## config.mk

```make
export PLATFORM = sky130hd
export DESIGN_NAME = fetch_frontend
export DESIGN_NICKNAME = d
export VERILOG_FILES = /design/src/rtl/fetch_frontend.sv
export SDC_FILE = /design/constraint.sdc
export NUM_CORES = 1
export LEC_CHECK = 0
export CAP_MARGIN = 20
export CORE_MARGIN = 2
export CORE_UTILIZATION = 43
export DETAILED_ROUTE_END_ITERATION = 6
export PLACE_DENSITY_LB_ADDON = 0.25
export SLEW_MARGIN = 20
export SYNTH_ARGS = -nofsm -noshare
export SYNTH_HDL_FRONTEND = slang
export SYNTH_SLANG_ARGS = --single-unit
```

## constraint.sdc

```tcl
create_clock -name clk_i -period 5.24 [get_ports clk_i]
set_input_delay 1.048 -clock clk_i [delete_from_list [all_inputs] [get_ports clk_i]]
set_output_delay 1.048 -clock clk_i [all_outputs]
set_load 0.02 [all_outputs]
```

## src/rtl/fetch_frontend.sv

```systemverilog
// Instruction-fetch front end: PC register, IF/ID pipeline register and
// saturating stall/flush counters, with load-use hold and ID-stage redirect.
module fetch_frontend #(
  parameter logic [31:0] RESET_PC = 32'h0000_0000,
  parameter logic [31:0] NOP_INST = 32'h0000_0013,
  parameter int          CNT_W    = 32
) (
  input  logic             clk_i,
  input  logic             rst_i,
  input  logic             start_i,
  input  logic             stall_i,
  input  logic             branch_taken_i,
  input  logic [31:0]      branch_target_i,
  output logic [31:0]      imem_addr_o,
  input  logic [31:0]      imem_inst_i,
  output logic [31:0]      if_id_pc_o,
  output logic [31:0]      if_id_inst_o,
  output logic             if_id_valid_o,
  output logic [CNT_W-1:0] stall_cnt_o,
  output logic [CNT_W-1:0] flush_cnt_o
);

  typedef enum logic [0:0] {
    IDLE = 1'b0,
    RUN  = 1'b1
  } state_t;

  state_t           state_r, state_s;
  logic [31:0]      pc_r, pc_s;
  logic [31:0]      if_id_pc_r, if_id_pc_s;
  logic [31:0]      if_id_inst_r, if_id_inst_s;
  logic             if_id_valid_r, if_id_valid_s;
  logic [CNT_W-1:0] stall_cnt_r, stall_cnt_s;
  logic [CNT_W-1:0] flush_cnt_r, flush_cnt_s;

  function automatic logic [CNT_W-1:0] sat_inc(input logic [CNT_W-1:0] v);
    if (&v) begin
      return v;
    end else begin
      return v + CNT_W'(1'b1);
    end
  endfunction

  // Next-state and next-register computation; priority stall > redirect > advance.
  always_comb begin
    state_s       = state_r;
    pc_s          = pc_r;
    if_id_pc_s    = if_id_pc_r;
    if_id_inst_s  = if_id_inst_r;
    if_id_valid_s = if_id_valid_r;
    stall_cnt_s   = stall_cnt_r;
    flush_cnt_s   = flush_cnt_r;
    case (state_r)
      IDLE: begin
        // The start edge itself does not latch IF/ID.
        if (start_i) begin
          state_s = RUN;
        end else begin
          state_s = IDLE;
        end
      end
      RUN: begin
        // Branch is ignored under stall: ID operands are stale and get re-presented.
        if (stall_i) begin
          stall_cnt_s = sat_inc(stall_cnt_r);
        end else if (branch_taken_i) begin
          pc_s          = {branch_target_i[31:2], 2'b00};
          if_id_pc_s    = pc_r;
          if_id_inst_s  = NOP_INST;
          if_id_valid_s = 1'b0;
          flush_cnt_s   = sat_inc(flush_cnt_r);
        end else begin
          pc_s          = pc_r + 32'd4;
          if_id_pc_s    = pc_r;
          if_id_inst_s  = imem_inst_i;
          if_id_valid_s = 1'b1;
        end
      end
      default: begin
        state_s = IDLE;
      end
    endcase
  end

  // State and datapath registers with synchronous reset.
  always_ff @(posedge clk_i) begin
    if (rst_i) begin
      state_r       <= IDLE;
      pc_r          <= RESET_PC;
      if_id_pc_r    <= 32'h0000_0000;
      if_id_inst_r  <= NOP_INST;
      if_id_valid_r <= 1'b0;
      stall_cnt_r   <= '0;
      flush_cnt_r   <= '0;
    end else begin
      state_r       <= state_s;
      pc_r          <= pc_s;
      if_id_pc_r    <= if_id_pc_s;
      if_id_inst_r  <= if_id_inst_s;
      if_id_valid_r <= if_id_valid_s;
      stall_cnt_r   <= stall_cnt_s;
      flush_cnt_r   <= flush_cnt_s;
    end
  end

  assign imem_addr_o   = pc_r;
  assign if_id_pc_o    = if_id_pc_r;
  assign if_id_inst_o  = if_id_inst_r;
  assign if_id_valid_o = if_id_valid_r;
  assign stall_cnt_o   = stall_cnt_r;
  assign flush_cnt_o   = flush_cnt_r;

endmodule

```

==> run metrics <==
H-tree depth=4; Tmin final=~3.1 ns; initial antenna violation count=1; worst reg-to-reg path cell count=6; most common cell in the synthesized netlist=dfxtp_1; Hold Fails Final Rpt=0; Pleak=3.62 nW; worst reg2reg startpoint=flush_cnt_o[0]; vias per cell=5.56; CTS clk-pin slew, worst paths=0.07 ns; Critical path origin=stall_i; total gr overflow=0; Synth cell types=58; NumNets Final=1,200; Core Footprint=0.0172 mm²; Worst Skew=0.0101 ns; met3 Usage GRT=7.89%; layout cells sized above 1=6.57%; final WL=21.1 mm; WP data arrival=3.45 ns; hold path cells=2; Peak VDD IR=0.223 mV; multi-input logic area=0.00407 mm²; vias in the first global route=6,779; final slew viol count=0; peak fanout along the critical path=27; via count=around 7,600; Final Setup Violations=0; Setup CP Type=in -> reg; grt met1 use=28.1%; Syn Area/Cell=7.99 µm²; Fin Setup TNS=0 ns; Hold Crit Start=if_id_pc_o[14]; largest net degree at the start of global routing=100; post-route ant nets=0; area leader, netlist=dfxtp_1; Hold WC Path Type=reg -> reg; pwr dens=255 mW/mm²; CP Launch Type=input port; CTS tree=done; Mapped Cells=947; Post-synth top cells=158 x dfxtp_1, 122 x a21oi_1, 104 x nand2_1, 97 x nor2_1, 51 x clkbuf_1; post-synth top area share=a little over two fifths; drc violations=0; busiest metal layer after global routing=met2; maxcap violations=0; Die ar.=0.0187 mm²; # IOs=230; GR Util met2=35.0%; hold_buf cts=0; final worst-path cycle share=59.8%; initial core utilization=43.9%; clk root buf=clkbuf_16; Post-synth ARST share=0%; Top FF cell, synth=dfxtp_1; cts bufs inserted=17; CTS resizes=0; gpl congestion=0.803; Area Growth Syn to Fin=37.9%; Fillers=1,536; Max-slew headroom=approximately a third; first-pass GRT wire length=approximately 34 mm; dpl cell area=0.00986 mm²; top achievable clock speed=319 MHz; dpl hpwl=13.8 mm; Rows=48; Yosys reg bits=158; WHS Endpoint=if_id_pc_o[14]; synth warn=0; Initial DRT Pass Iterations=5; Worst-Margin Slew=0.995 ns; Area contributors post-synth=dfxtp_1 42%, a21oi_1 8.1%, nand2_1 5.2%; status=finished, final reports clean; mapped cell area=0.00757 mm²; Reg2Reg Setup Slack=roughly 2.3 ns; register area=0.00316 mm²; worst endpoint required time=5.56 ns; CP endpoint kind=flip-flop; worst reg2reg path endpoint=flush_cnt_o[21]; postcts setup bufs=0; Clk Latency, worst-skew pair=0.43 ns; EDFF count, synth=0; die width=137 µm; sequential element share of the synthesized area=roughly two fifths; CTS Sinks=between 150 and 200; RSZ-0062 raised after global routing=no; PortBufs=223; 1st-iter DRT viols=440; die height=about 140 µm; Clock Tree Buf Depth=2; All-Layer GR Usage=22.1%; DR WL/cell=15.4 µm; Final Instance Area=0.0104 mm²
-- metal layers --
metal | share of wire, % | vias up
li1 | - | 3821
met2 | 46 | 238
met4 | 1.8 | 0
met3 | 8.2 | 29
met1 | 44 | 3521
met5 | 0 | -
-- logic make-up after synthesis --
logic type / synth area share, %
and+or+nand+nor: 30.7
AOI/OAI and AO/OA: 18.1
DFF: 41.8
buffers and inverters: 4.70
muxes: 3.49
xor gates and xnor gates: 0.695
adders and majority gates: 0.496
other: 0.0496
-- sequential cells by signal, summed over array words and instances (netlist names) --
| name | flops |
|---|---|
| if_id_inst_o | 32 |
| state_r | 1 |
| if_id_valid_o | 1 |
| imem_addr_o | 30 |
| flush_cnt_o | 32 |
| if_id_pc_o | 30 |
| stall_cnt_o | 32 |
-- power breakdown --
group          switching [mW]  total, mW  internal [mW]
sequential             0.0228       1.24           1.22
clock                   0.557       1.18          0.623
combinational           0.122      0.231          0.108
-- critical path, cell delays in order --
cell	delay [ns]
clkdlybuf4s50_1	0.54
nand3b_1	0.51
a311o_2	0.68
nor4_1	0.29
mux2_2	0.37
-- layout make-up --
| cell class | instances | share of cell area [%] |
|---|---|---|
| multi-input combinational | 706 | 39.1 |
| sequential | 158 | 30.3 |
| clock inverter | 15 | 1.22 |
| clock buffer | 17 | 4.08 |
| timing repair buffer | 231 | 22.1 |
| tap | 225 | 2.70 |
| antenna | 2 | 0.0480 |
| inverter | 14 | 0.504 |
-- worst max path at each step --
stage                                 end  slack [ns]  cells past startpoint
after CTS                 flush_cnt_o[22]        2.13                      5
after detailed placement  flush_cnt_o[22]        1.66                      5
after global routing      flush_cnt_o[22]        2.05                      5
after floorplan           flush_cnt_o[17]        2.70                      5
after global placement    flush_cnt_o[21]        1.71                      5
final                     flush_cnt_o[22]        2.11                      5
-- stage by stage --
step	setup WS (ns)	total power [mW]	hold WS [ns]	utilization (%)	instances
detailed placement	1.66	1.50	0.446	57.2	1333
finish	2.11	2.65	0.453	60.5	1368
global placement	1.71	1.50	0.441	57.2	1333
floorplan	2.70	1.39	0.510	-	950
CTS	2.13	2.68	0.455	60.4	1365
global route	2.05	2.75	0.468	60.5	1366
-- placed cells by master, fill, tap and decap left out, types with 5 or more instances in the layout --
cell type          n
a21oi_1          122
and4_1            12
and3_1            44
clkbuf_16         17
a31o_2             5
nor2_1            97
a211oi_1           8
nor3_1            15
or3_1             17
nor2b_1           17
a31oi_1           16
inv_1             13
or4_1             24
xnor2_1            5
nor4_1            15
clkdlybuf4s50_1  221
mux2i_1            8
nand2_1          104
o21ai_0           30
inv_6              7
buf_4              7
nand3_1           39
dfxtp_1          158
nand4_1           30
mux2_2            15
o31ai_1           24
Power figures use the tool's default switching activity.
